$ cat src/rtl/hazard_pkg.sv
// Shared encodings for the hazard/forwarding controller: operand source
// selects, mult/div tracker states and the default register address width.
package hazard_pkg;

    localparam int REG_ADDR_W_DEF = 5;

    // ALU operand source selects
    localparam logic [1:0] FWD_REGFILE = 2'b00;
    localparam logic [1:0] FWD_EXMEM   = 2'b01;
    localparam logic [1:0] FWD_MEMWB   = 2'b10;
    localparam logic [1:0] FWD_WBBYP   = 2'b11;

    // Mult/div occupancy tracker states
    typedef enum logic {
        MD_IDLE = 1'b0,
        MD_BUSY = 1'b1
    } md_state_e;

endpackage

$ cat src/rtl/fwd_select.sv
// Per-operand forwarding priority encoder. The youngest in-flight producer
// of the source register wins; register 0 is never forwarded.
module fwd_select
    import hazard_pkg::*;
#(
    parameter int REG_ADDR_W   = REG_ADDR_W_DEF,
    parameter bit WB_BYPASS_EN = 1'b1
) (
    input  logic [REG_ADDR_W-1:0] src,
    input  logic                  ex_mem_we,
    input  logic [REG_ADDR_W-1:0] ex_mem_dest,
    input  logic                  mem_wb_we,
    input  logic [REG_ADDR_W-1:0] mem_wb_dest,
    input  logic                  wb_valid,
    input  logic [REG_ADDR_W-1:0] wb_dest,
    output logic [1:0]            sel
);

    localparam logic [REG_ADDR_W-1:0] ZERO_REG = '0;

    logic ex_mem_hit_s;
    logic mem_wb_hit_s;
    logic wb_hit_s;

    // Stage hit detection and priority selection, youngest producer first
    always_comb begin
        ex_mem_hit_s = ex_mem_we && (ex_mem_dest != ZERO_REG) && (ex_mem_dest == src);
        mem_wb_hit_s = mem_wb_we && (mem_wb_dest != ZERO_REG) && (mem_wb_dest == src);
        wb_hit_s     = WB_BYPASS_EN && wb_valid && (wb_dest != ZERO_REG) && (wb_dest == src);
        sel          = FWD_REGFILE;
        if (ex_mem_hit_s) begin
            sel = FWD_EXMEM;
        end else if (mem_wb_hit_s) begin
            sel = FWD_MEMWB;
        end else if (wb_hit_s) begin
            sel = FWD_WBBYP;
        end else begin
            sel = FWD_REGFILE;
        end
    end

endmodule

$ cat src/rtl/hazard_forward_unit.sv
// Hazard controller for the 5-stage pipeline: EX operand forwarding with a
// write-back bypass source, load-use stall, and mult/div occupancy tracking.
module hazard_forward_unit
    import hazard_pkg::*;
#(
    parameter int REG_ADDR_W   = REG_ADDR_W_DEF,
    parameter int MD_LATENCY   = 4,
    parameter bit WB_BYPASS_EN = 1'b1
) (
    input  logic                  clk,
    input  logic                  reset,
    input  logic [REG_ADDR_W-1:0] id_rs,
    input  logic [REG_ADDR_W-1:0] id_rt,
    input  logic                  id_uses_rs,
    input  logic                  id_uses_rt,
    input  logic                  id_md_start,
    input  logic                  id_reads_hilo,
    input  logic                  id_ex_mem_read,
    input  logic [REG_ADDR_W-1:0] id_ex_dest_reg,
    input  logic [REG_ADDR_W-1:0] ex_rs,
    input  logic [REG_ADDR_W-1:0] ex_rt,
    input  logic                  ex_mem_reg_write,
    input  logic                  mem_wb_reg_write,
    input  logic [REG_ADDR_W-1:0] ex_mem_dest_reg,
    input  logic [REG_ADDR_W-1:0] mem_wb_dest_reg,
    output logic [1:0]            alu_port1_mux_sel,
    output logic [1:0]            alu_port2_mux_sel,
    output logic                  stall_if_id,
    output logic                  flush_id_ex,
    output logic                  md_busy
);

    localparam logic [REG_ADDR_W-1:0] ZERO_REG = '0;
    // Counter load: occupancy includes the accepting cycle
    localparam logic [3:0] MD_LOAD  = 4'(MD_LATENCY - 1);
    localparam bit         MD_MULTI = (MD_LATENCY > 1);

    md_state_e             state_r;
    md_state_e             state_nxt_s;
    logic [3:0]            cnt_r;
    logic [3:0]            cnt_nxt_s;
    logic                  wb_valid_r;
    logic [REG_ADDR_W-1:0] wb_dest_r;

    logic [1:0]            sel1_s;
    logic [1:0]            sel2_s;
    logic                  lu_stall_s;
    logic                  busy_stall_s;
    logic                  md_accept_s;

    fwd_select #(
        .REG_ADDR_W   (REG_ADDR_W),
        .WB_BYPASS_EN (WB_BYPASS_EN)
    ) u_fwd_rs (
        .src         (ex_rs),
        .ex_mem_we   (ex_mem_reg_write),
        .ex_mem_dest (ex_mem_dest_reg),
        .mem_wb_we   (mem_wb_reg_write),
        .mem_wb_dest (mem_wb_dest_reg),
        .wb_valid    (wb_valid_r),
        .wb_dest     (wb_dest_r),
        .sel         (sel1_s)
    );

    fwd_select #(
        .REG_ADDR_W   (REG_ADDR_W),
        .WB_BYPASS_EN (WB_BYPASS_EN)
    ) u_fwd_rt (
        .src         (ex_rt),
        .ex_mem_we   (ex_mem_reg_write),
        .ex_mem_dest (ex_mem_dest_reg),
        .mem_wb_we   (mem_wb_reg_write),
        .mem_wb_dest (mem_wb_dest_reg),
        .wb_valid    (wb_valid_r),
        .wb_dest     (wb_dest_r),
        .sel         (sel2_s)
    );

    // Write-back bypass tag: remembers what retired last cycle
    always_ff @(posedge clk) begin
        if (reset) begin
            wb_valid_r <= 1'b0;
            wb_dest_r  <= ZERO_REG;
        end else begin
            wb_valid_r <= mem_wb_reg_write && (mem_wb_dest_reg != ZERO_REG);
            wb_dest_r  <= mem_wb_dest_reg;
        end
    end

    // Stall conditions and mult/div start acceptance
    always_comb begin
        lu_stall_s   = id_ex_mem_read && (id_ex_dest_reg != ZERO_REG) &&
                       (((id_ex_dest_reg == id_rs) && id_uses_rs) ||
                        ((id_ex_dest_reg == id_rt) && id_uses_rt));
        busy_stall_s = (state_r == MD_BUSY) && (id_md_start || id_reads_hilo);
        md_accept_s  = (state_r == MD_IDLE) && id_md_start && !lu_stall_s && !busy_stall_s;
    end

    // Mult/div tracker state and counter register
    always_ff @(posedge clk) begin
        if (reset) begin
            state_r <= MD_IDLE;
            cnt_r   <= 4'd0;
        end else begin
            state_r <= state_nxt_s;
            cnt_r   <= cnt_nxt_s;
        end
    end

    // Mult/div tracker next state; single-cycle units never enter BUSY
    always_comb begin
        state_nxt_s = state_r;
        cnt_nxt_s   = cnt_r;
        case (state_r)
            MD_IDLE: begin
                if (md_accept_s && MD_MULTI) begin
                    state_nxt_s = MD_BUSY;
                    cnt_nxt_s   = MD_LOAD;
                end else begin
                    state_nxt_s = MD_IDLE;
                    cnt_nxt_s   = 4'd0;
                end
            end
            MD_BUSY: begin
                // A zero count here is unreachable; treat it as done rather than wrap
                if (cnt_r <= 4'd1) begin
                    state_nxt_s = MD_IDLE;
                    cnt_nxt_s   = 4'd0;
                end else begin
                    state_nxt_s = MD_BUSY;
                    cnt_nxt_s   = cnt_r - 4'd1;
                end
            end
            default: begin
                state_nxt_s = MD_IDLE;
                cnt_nxt_s   = 4'd0;
            end
        endcase
    end

    // Output drive; everything is forced quiet while reset is held
    always_comb begin
        alu_port1_mux_sel = FWD_REGFILE;
        alu_port2_mux_sel = FWD_REGFILE;
        stall_if_id       = 1'b0;
        flush_id_ex       = 1'b0;
        md_busy           = 1'b0;
        if (reset) begin
            alu_port1_mux_sel = FWD_REGFILE;
            alu_port2_mux_sel = FWD_REGFILE;
            stall_if_id       = 1'b0;
            flush_id_ex       = 1'b0;
            md_busy           = 1'b0;
        end else begin
            alu_port1_mux_sel = sel1_s;
            alu_port2_mux_sel = sel2_s;
            stall_if_id       = lu_stall_s || busy_stall_s;
            flush_id_ex       = lu_stall_s || busy_stall_s;
            md_busy           = (state_r == MD_BUSY);
        end
    end

endmodule
$ cat config.mk
export PLATFORM = sky130hd
export DESIGN_NAME = hazard_forward_unit
export DESIGN_NICKNAME = d
export VERILOG_FILES = /design/src/rtl/hazard_pkg.sv /design/src/rtl/fwd_select.sv /design/src/rtl/hazard_forward_unit.sv
export SDC_FILE = /design/constraint.sdc
export NUM_CORES = 1
export LEC_CHECK = 0
export CAP_MARGIN = 20
export CORE_MARGIN = 4
export CORE_UTILIZATION = 35
export CTS_CLUSTER_DIAMETER = 50
export DETAILED_ROUTE_END_ITERATION = 12
export GPL_TIMING_DRIVEN = 0
export MAX_ROUTING_LAYER = met4
export PLACE_DENSITY = 0.73
export SYNTH_ARGS = -nofsm -noshare
export SYNTH_HDL_FRONTEND = slang
export SYNTH_SLANG_ARGS = --single-unit
$ cat constraint.sdc
create_clock -name clk -period 3.7 [get_ports clk]
set_input_delay 0.74 -clock clk [delete_from_list [all_inputs] [get_ports clk]]
set_output_delay 0.74 -clock clk [all_outputs]
set_load 0.01 [all_outputs]
After elaboration in Yosys (flattened, before gate mapping):

Index checks and enable logic that the tools add are counted.

* bits in registers: 11
* input bits: 44
* output and inout bits: 7

* add/sub/neg operators: 1
* magnitude comparators: 1
* eq/ne operators: 8
* mux-type cells: 16
* bitwise operators: 1
* reductions and logical operators: 26

Operators with widths (count)
* == test 5 bit: 8
* nonzero test 5 bit: 4
* two-way mux 2 bit: 9
* logical AND 1 bit: 17
* one-hot mux 4 bit (2 select lines): 1
* less-or-equal comparator 4 x 1 -> 1 bit, second input constant: 1
* two-way mux 1 bit: 4
* two-way mux 4 bit: 1
* subtractor 4 x 1 -> 4 bit, second input constant: 1
* logical OR 1 bit: 3
* zero test 1 bit: 2
* one-hot mux 1 bit (2 select lines): 1
* inverter 1 bit: 1

Depth between registers and ports, before layout:

Gate-level depths: netlist of run 1.

* word-level depth: 9
* depth in mapped cells: 5
* gate-level depth less buffers: 5

Cells and area by module:

Synthesis of run 1 repeated with hierarchy kept, for this count alone.

* cell total of the unflattened synthesis: 136
* area, all modules: 1129.8 µm²

By module, submodules not included
* hazard_forward_unit: instances 1, cells an instance 66, area an instance 616.8 µm², sequential area each 220.2 µm²
* fwd_select: instances 2, cells an instance 35, area an instance 256.5 µm², sequential area each 0.0 µm²

Worst setup path before layout of run 1:

OpenSTA, ideal clock, no wires.

* path kind: in2out
* start: input ex_mem_dest_reg[0]
* end: output alu_port2_mux_sel[1]
* arrival: 1834 ps
* data required time: 2960 ps
* path slack: 1126 ps
* cell stages on the path: 4
* path buffers: 0
* cell sequence: or4_1 > o21ai_0 > nor4_1 > nor3_1

* cells in the longest elaborated chain, start to end: 5
* elaborated cells on any way between the ends: 6

Ends and longest elaborated chain
* start, declared: RTL line hazard_forward_unit.sv:24 `input logic [REG_ADDR_W-1:0] ex_mem_dest_reg,`
* nonzero test 5 bit: RTL line fwd_select.sv:27 `ex_mem_hit_s = ex_mem_we && (ex_mem_dest != ZERO_REG) && (ex_mem_dest == src);`
* logical AND 1 bit: RTL line fwd_select.sv:27
* logical AND 1 bit (*): RTL line fwd_select.sv:27
* two-way mux 2 bit (*): RTL line fwd_select.sv:31 `if (ex_mem_hit_s) begin`
* two-way mux 2 bit (*): RTL line hazard_forward_unit.sv:148 `if (reset) begin`
* end, declared: RTL line hazard_forward_unit.sv:27 `output logic [1:0] alu_port2_mux_sel,`

Mark *: on every way between the ends. The rest lies on a longest branch, timed or not.

Worst setup path in the final report of run 1:

* start: input mem_wb_dest_reg[2]
* end: output alu_port1_mux_sel[1]

* cells in the longest elaborated chain, start to end: 6
* elaborated cells on any way between the ends: 7

Ends and longest elaborated chain
* start, declared: RTL line hazard_forward_unit.sv:25 `input logic [REG_ADDR_W-1:0] mem_wb_dest_reg,`
* nonzero test 5 bit: RTL line fwd_select.sv:28 `mem_wb_hit_s = mem_wb_we && (mem_wb_dest != ZERO_REG) && (mem_wb_dest == src);`
* logical AND 1 bit: RTL line fwd_select.sv:28
* logical AND 1 bit (*): RTL line fwd_select.sv:28
* two-way mux 2 bit (*): RTL line fwd_select.sv:33 `end else if (mem_wb_hit_s) begin`
* two-way mux 2 bit (*): RTL line fwd_select.sv:31
* two-way mux 2 bit (*): RTL line hazard_forward_unit.sv:148
* end, declared: RTL line hazard_forward_unit.sv:26 `output logic [1:0] alu_port1_mux_sel,`

Marked as above.

==> run summary, run 1 <==
The total global routing track utilization came out at 0.168. The final number of setup-violating endpoints is 0. The estimated wirelength of the detail-placed design came out at 2520 um. The number of nets in the synthesized netlist came out at 160. The number of buffers created by CTS is 3.

Clock tree synthesis selected as its root buffer the cell clkbuf_4. Clock tree synthesis found a total of 11 sinks. The most instantiated library cell after synthesis is xnor2_1. From left edge to right edge, the die measures 60.4 um. The fraction of layout instances using a drive strength above 1 is 0.0655. Between clock sinks in the finished design, the worst skew comes to 0.224 ps.

The power per standard cell area is 230 mW/mm^2. For this block, the routed nets add up to 2880 um of wire. The time the final worst path needs with I/O delays and setup came out at 3620 ps.

Among all flip-flop cells after synthesis, the most frequent one is dfxtp_1. The last weighted congestion value of the routability-driven placer is 0.869. The floorplan die area came out at 0.00365 sq mm. The initial cell density of the core is 0.378. Counting flops and latches in the post-synthesis netlist gives 11. The number of global-route vias before repair is 987. The nature of the critical path endpoint is an output pin. The share of total power in sequential cells came out at 0.374. The share of the clock period used by the worst path after layout is 0.977. In this run the worst setup path terminates at alu_port1_mux_sel[1]. Clock-pin slew was measured on the worst setup and hold paths at 70 ps. The fraction of registers with async set/reset is 0. The depth of the worst register-to-register path is 5. The detailed-router iteration count before antenna repair came out at 4. The critical path is of the primary input to output pin type. The total DRC errors in the routed layout is 0. Dividing the detail-routed wire length by the instance count gives 14.6 um. Max-cap violations in this run came to 0.

The switching portion of total power came out at 0.291. The die height is 60.4 um. The mapped netlist covers 961 sq um.

The fill cell total of the finished layout came out at 239. After clock tree synthesis, the setup repair step added 0 buffers. The startpoint of the most critical register-to-register path is cnt_r[0]$_SDFF_PP0_. The synthesis-to-layout area growth is 60.3%.

The internal power component is 0.251 mW. The largest total area in the synthesized netlist belongs to xnor2_1. The first routing iteration left 15 violations. The area share of the leading cell type in the synthesized netlist came out at 0.273.

The worst-case clock buffer depth is 2. The number of hold-slack violations in the final timing report came to 0. The critical path starts at mem_wb_dest_reg[2]. The maximum achievable frequency is 277 MHz.

The residual antenna-violating net count after detailed routing came out at 0. The worst setup path is launched from a primary input. The final net count is 215.

The worst pin sits at a relative slew slack of 0.651. The total leakage power came out at 0.567 nW. The data arrival time of the worst path came out at 2880 ps. During synthesis, Yosys emitted a total of 0 warnings. The tightest hold path in the finished design has a slack of 526 ps. Yosys mapped a number of flops with a built-in enable equal to 0.

For the worst setup path, the data required time is 2960 ps. The largest driver fanout on the critical path came out at 4. Setup repair after global routing left no endpoint under its margin. Setup slack on the worst reg-to-reg path comes out at 2310 ps. The detail-routed via count per cell came out at 4.93. The proportion of synthesized chip area in sequential cells came out at 0.229. In the post-synthesis netlist, the biggest area contributors are xnor2_1 (27%), dfxtp_1 (23%), xor2_1 (11%). The floorplan has 18 rows.

The flow ran to the end, and the final reports show no timing, DRC or antenna violations. The maximum vdd drop is 0.273 mV. The number of buffer cells added on primary ports came out at 50. The region available for standard cell placement spans 0.00254 sq mm. After synthesis, the netlist uses 27 different library cells. The pin count of the biggest net entering global routing is 11. The total number of H-tree levels is 1. The class of the tightest hold or removal check is flop to flop. The count of pins over their slew limit is 0. The part of the power in the clock network came out at 0.229. Summing all multi-input logic gate instances after layout gives 729 sq um. The measured slew at the worst slew-check pin came out at 519 ps. The end of the worst register-to-register path is cnt_r[1]$_SDFF_PP0_.

The number of antenna diodes is 0. In the final timing run, aggregate negative setup slack is 0 ps. The initial antenna violation count is 0. The share of total power dissipated in combinational logic is 0.397. The net load switching power came out at 0.103 mW.

The source-to-sink clock delay at the later pin of the worst-skew pair is 270 ps. The area used by sequential logic in the layout came out at 220 sq um. The total global routing overflow is 0. The total via count in the routed design is 977.

The cell count after synthesis came out at 114. After synthesis, the most frequently instantiated cells are xnor2_1 (30), xor2_1 (12), dfxtp_1 (11), nor2_1 (8), nor2b_1 (7). The first-pass GRT wire length came out at 4510 um. The CTS tree is built. Averaged over all synthesized cells, the footprint is 8.43 sq um. 51 I/O pins were placed.
[layer usage]
layer | global-route usage | share of wire | vias to the layer above
met5 | - | 0 | -
met4 | 0.0475 | 0 | 0
met3 | 0.00638 | 0.015 | 0
met2 | 0.290 | 0.56 | 9
met1 | 0.214 | 0.42 | 463
li1 | - | - | 505
[kinds of logic after synthesis]
group,share of synthesized area
and+or+nand+nor,0.268
xor gates and xnor gates,0.383
DFF,0.229
AOI/OAI and AO/OA,0.0703
buffers and inverters,0.0234
adders and majority gates,0.0260
[cell type report]
type                       instances  share of cell area
buffer                             2             0.00731
clock buffer                       3              0.0146
clock inverter                     1             0.00325
inverter                           3             0.00731
multi-input combinational         98               0.474
sequential                        11               0.143
tap                               30              0.0244
timing repair buffer              50               0.327
[cell usage in the layout, fill, tap and decap left out, drive strengths merged]
master         netlist  layout
clkinv               0       1
dlymetal6s2s         0       1
xnor2               30      30
o21a                 2       2
xor2                12      12
o21ai                3       3
ha                   2       2
nand3                2       2
o31ai                1       1
nor3                 4       4
nand4                6       6
buf                  1       1
or4                  4       4
nor2b                8       8
nor4                 5       5
o22ai                1       1
a21oi                1       1
dfxtp               11      11
nor3b                1       1
a31o                 1       1
inv                  3       3
nand2                5       5
nor2                 9       9
clkdlybuf4s50        0      49
a41o                 1       1
clkbuf               1       4
[power groups by stage]
stage	Clock, mW	Sequential, mW	Combinational (mW)
6_report	0.0809	0.132	0.140
2_1_floorplan	0	0.133	0.0638
3_5_place_dp	0	0.135	0.139
4_1_cts	0.0832	0.132	0.140
5_1_grt	0.0866	0.133	0.152
3_3_place_gp	0	0.134	0.135
[worst min-delay path by stage]
| stage | end | slack [ps] | startpoint | depth (start not counted) |
|---|---|---|---|---|
| after global placement | cnt_r[0]$_SDFF_PP0_ | 490 | cnt_r[0]$_SDFF_PP0_ | 1 |
| after CTS | cnt_r[0]$_SDFF_PP0_ | 520 | cnt_r[0]$_SDFF_PP0_ | 1 |
| final | cnt_r[0]$_SDFF_PP0_ | 530 | cnt_r[0]$_SDFF_PP0_ | 1 |
| after global routing | cnt_r[0]$_SDFF_PP0_ | 550 | cnt_r[0]$_SDFF_PP0_ | 1 |
| after detailed placement | cnt_r[0]$_SDFF_PP0_ | 500 | cnt_r[0]$_SDFF_PP0_ | 1 |
| after floorplan | cnt_r[0]$_SDFF_PP0_ | 470 | cnt_r[0]$_SDFF_PP0_ | 1 |
[timing repair]
item / 4_1_cts / 5_1_grt
resized for setup: 0 / 4
setup endpoints to repair: 0 / 3
hold buffers: 0 / 0
[critical path, stage by stage]
cell and delay [ps]:
clkdlybuf4s50_1 560, or4_1 180, nor2_4 50, or4_4 540, nor2b_4 140, nor3_2 110
clkdlybuf4s50_1 550
[flip-flops by register name, indices dropped and copies added, names as in the netlist]
register    count
wb_dest_r       5
wb_valid_r      1
state_r         1
cnt_r           4
[metrics by stage]
| stage | util | cells | worst slack (ps) | instance area [sq um] | total power [mW] |
|---|---|---|---|---|---|
| finish | 0.605 | 198 | 84.8 | 1540 | 0.354 |
| global route | 0.605 | 198 | 21.1 | 1540 | 0.372 |
| CTS | 0.600 | 198 | 73.8 | 1530 | 0.356 |
| detailed placement | 0.589 | 194 | 77.0 | 1500 | 0.274 |
| global placement | 0.589 | 194 | 81.7 | 1500 | 0.270 |
| floorplan | - | 114 | 1130 | 961 | 0.197 |
Note: power is estimated with default switching activity, not from simulation.
==> run 2: changes to the inputs <==
- ABC_AREA: unset -> 1
- PLACE_DENSITY: 0.73 -> 0.69
==> run 2 against run 1 <==
  * Sequential power about the same
  * Critical path depth is 3 higher
  * Sequential cell count stayed put
  * First-iteration DRC count increased by 110%
  * Clock power up 6.9%
  * Critical endpoint is now alu_port2_mux_sel[1]
==> run summary, run 2 <==
The run finished with clean final reports. The worst-case clock buffer depth came to 2 (unchanged). The count of routing violations after the opening detailed-route iteration is 32 (+17).

The number of placement rows came to 20 (+2). After synthesis, the cell types taking the most area are nand2_1 (20%), dfxtp_1 (20%), xor2_1 (12%). The residual antenna-violating net count after detailed routing came out at 0 (unchanged). The clock net sink count is 11 (unchanged).

The post-route clock skew came to 1.14 ps (+0.917 ps). The estimated wirelength of the detail-placed design came out at 2480 um (-1.7%). The number of antenna diodes is 0 (unchanged). The total wire length came to 2910 um (+0.80%).

The count of unique library cells instantiated by Yosys is 18 (-33%). The total leakage power came out at 0.814 nW (+44%). The number of buffers created by CTS is 3 (unchanged).

The initial antenna violation count came to 0 (unchanged). In the layout the commonest cells are nand2_1 (59), clkdlybuf4s50_1 (49), nor2_1 (37). The area share of the leading cell type in the synthesized netlist is 0.197 (-0.0766). The detailed-router iteration count before antenna repair is 4 (unchanged). The total number of H-tree levels came out at 1 (unchanged). The count of warnings emitted by yosys came out at 0 (unchanged). The min-delay analysis places its worst path in the category flop to flop. After synthesis, the most frequently instantiated cells are nand2_1 (59), nor2_1 (37), inv_1 (28), xor2_1 (16). The floorplan die area is 0.00418 sq mm (+15%). The number of hold-slack violations in the final timing report came out at 0 (unchanged). The number of buffer cells added on primary ports is 49 (-2.0%). The number of nets in the synthesized netlist is 243 (+52%).

The fraction of registers with async set/reset came out at 0 (unchanged). The average wire per standard cell came to 9.89 um (-32%). The worst setup slack for register-to-register paths came out at 2360 ps (+50 ps). The buffers inserted during post-CTS setup optimization is 0 (unchanged). The number of enable flip-flop cells after synthesis came to 0 (unchanged). The top-level port count came out at 51 (unchanged). The power per standard cell area came out at 214 mW/mm^2 (-6.8%). The most instantiated flip-flop cell in the synthesis netlist is dfxtp_1. The largest driver fanout on the critical path is 4 (unchanged).

The total DRC errors in the routed layout came out at 0 (unchanged). The total area of multi-input combinational cells came out at 766 sq um (+5.0%). The total via count in the routed design came out at 1,239 (+27%). Compared with the post-synthesis result, the final layout area differs by 50.8%.

The synthesized cell area was 0.00112 sq mm (+17%). The pin count of the biggest net entering global routing came out at 11 (unchanged). The CTS clock-pin slew for the worst setup and hold paths came out at 70 ps (about the same). The flop and latch count out of synthesis is 11 (unchanged). The number of global-route vias before repair is 1,177 (+19%). The maximum vdd drop came to 0.127 mV (-53%). The maximum achievable frequency is 303 MHz (+9.6%). The total global routing track utilization was 0.155 (-0.0138).

The required time at the endpoint of the critical path is 2960 ps (about the same). The number of buffers inserted by hold repair at cts is 0 (unchanged). The area used by sequential logic in the layout is 220 sq um (unchanged). The number of standard cells in the layout, taps in and fillers out is 294 (+48%). The share of the clock period used by the worst path after layout is 0.891 (-0.0859). The post-synthesis average cell area came to 5.71 sq um (-32%).

The final number of setup-violating endpoints came out at 0 (unchanged). The type of element launching the critical path is a primary input. The depth of the worst register-to-register path is 6 (+1).

The detail-routed via count per cell is 4.21 (-15%). Clock tree synthesis selected as its root buffer the cell clkbuf_4. The register with the most flip-flops in the final layout is wb_dest_r. The count of pins over their slew limit is 0 (unchanged). The source-to-sink clock delay at the later pin of the worst-skew pair came out at 270 ps (about the same). The core outline area is 0.00305 sq mm (+20%). The aggregate negative setup slack was 0 ps (unchanged).

The source of the worst hold timing path is cnt_r[3]$_SDFF_PP0_. The measured slew at the worst slew-check pin is 237 ps (-281 ps). The number of cells after detailed placement came out at 290 (+49%). The fill cell total of the finished layout came out at 333 (+39%). The initial cell density of the core is 0.368 (-0.00914). The number of gates resized after cts is 0 (unchanged).

The flip-flop count of the largest register after layout came to 5 (unchanged). Leaving out fill and tap cells, the most frequent cell in the layout is nand2_1. The final net count is 297 (+38%). The width of the die came out at 64.7 um (+7.1%).

STA classifies the critical path endpoint as an output pin. The post-synthesis cell type with the largest combined area is nand2_1. The data arrival time of the worst path came out at 2560 ps (-320 ps).

The cell count after synthesis is 197 (+73%). The last weighted congestion value of the routability-driven placer came out at 0.815 (-6.2%). The number of max-cap violations came out at 0 (unchanged). The die height came out at 64.7 um (+7.1%). The path with the worst hold slack has its endpoint at cnt_r[3]$_SDFF_PP0_. The startpoint identified for the worst register-to-register timing path is cnt_r[0]$_SDFF_PP0_. The total global routing overflow came out at 0 (unchanged). The first-pass GRT wire length came to 4870 um (+8.0%). The relative slew slack is 0.841 (+0.189). The worst setup path is of the primary input to output pin kind.

TritonCTS built the clock tree. The time the final worst path needs with I/O delays and setup was 3300 ps (-318 ps). In this run the critical register-to-register path is captured at cnt_r[1]$_SDFF_PP0_. The fraction of layout instances using a drive strength above 1 came out at 0.0520 (-0.0135).

The number of cells on the worst hold path is 1 (unchanged). The proportion of synthesized chip area in sequential cells came out at 0.196 (-0.0334). Among all cell types in the netlist, the one instantiated most often is nand2_1. Setup repair after global routing left no endpoint under its margin.

The largest registers in the layout are wb_dest_r (5), cnt_r (4).
-- run 2: cell types whose count changed after synthesis, moves of 5 or more --
cell	delta
nand2_1	+54
nor2_1	+29
inv_1	+25
xnor2_1	-21
nand3_1	+9
nor2b_1	-7
o21ai_0	+6
nand4_1	-5
nor4_1	-5
-- run 2: cell families (layout without fill, tap and decap cells) --
group | after synthesis | count (layout) | synth area share
AND/OR/NAND/NOR | 111 | 111 | 0.395
buffers and inverters | 34 | 87 | 0.123
flip-flops | 11 | 11 | 0.196
AO/OA/AOI/OAI | 14 | 14 | 0.0690
adder cells (fa/ha/maj) | 2 | 2 | 0.0222
XOR/XNOR | 25 | 25 | 0.195
-- run 2: worst max-delay path, cell delays in order --
cell,delay (ps)
clkdlybuf4s50_1,590
inv_2,40
nand2_1,50
nand2_1,50
nor2_1,120
nand3_1,80
nor2_1,120
inv_1,50
a21oi_1,160
clkdlybuf4s50_1,560
-- run 2: per-layer routing --
layer	share of wire	wire [um]	vias to the layer above	track usage
li1	-	-	693	-
met1	0.48	1400	495	0.188
met2	0.43	1250	46	0.253
met3	0.070	204	5	0.0277
met4	0.018	53	0	0.0633
met5	0	0	-	-
-- run 2: where the power goes --
part | switching, mW | internal [mW] | leakage, nW
Sequential | 0.00501 | 0.126 | 0.0911
Clock | 0.0446 | 0.0418 | 0.0150
Combinational | 0.0657 | 0.0801 | 0.708
Total | 0.115 | 0.248 | 0.814
-- run 2: worst max-delay path by stage --
stage                            from              endpoint  slack [ps]  cells past startpoint
global route                 ex_rs[0]  alu_port1_mux_sel[1]         240                     10
global placement             ex_rt[1]  alu_port2_mux_sel[1]         370                     10
floorplan           id_ex_dest_reg[3]           stall_if_id        1520                      8
finish                       ex_rt[1]  alu_port2_mux_sel[1]         400                     10
CTS                          ex_rt[1]  alu_port2_mux_sel[1]         360                     10
detailed placement           ex_rt[1]  alu_port2_mux_sel[1]         370                     10
-- run 2: layout make-up --
type,instances,area share
flip-flops and latches,11,0.130
multi-input cells,152,0.451
repair buffers,49,0.289
clock buffers,4,0.0155
well taps,44,0.0324
inverters,32,0.0708
plain buffers,2,0.0111
-- run 2: stage by stage --
stage               total power [mW]  hold WS [ps]  worst slack, ps   util  area (sq um)
global route                   0.395           497              235  0.556          1700
finish                         0.363           453              403  0.556          1700
CTS                            0.373           457              362  0.556          1700
detailed placement             0.281           445              373  0.547          1670
floorplan                      0.205           422             1520      -          1120
global placement               0.279           440              370  0.547          1670
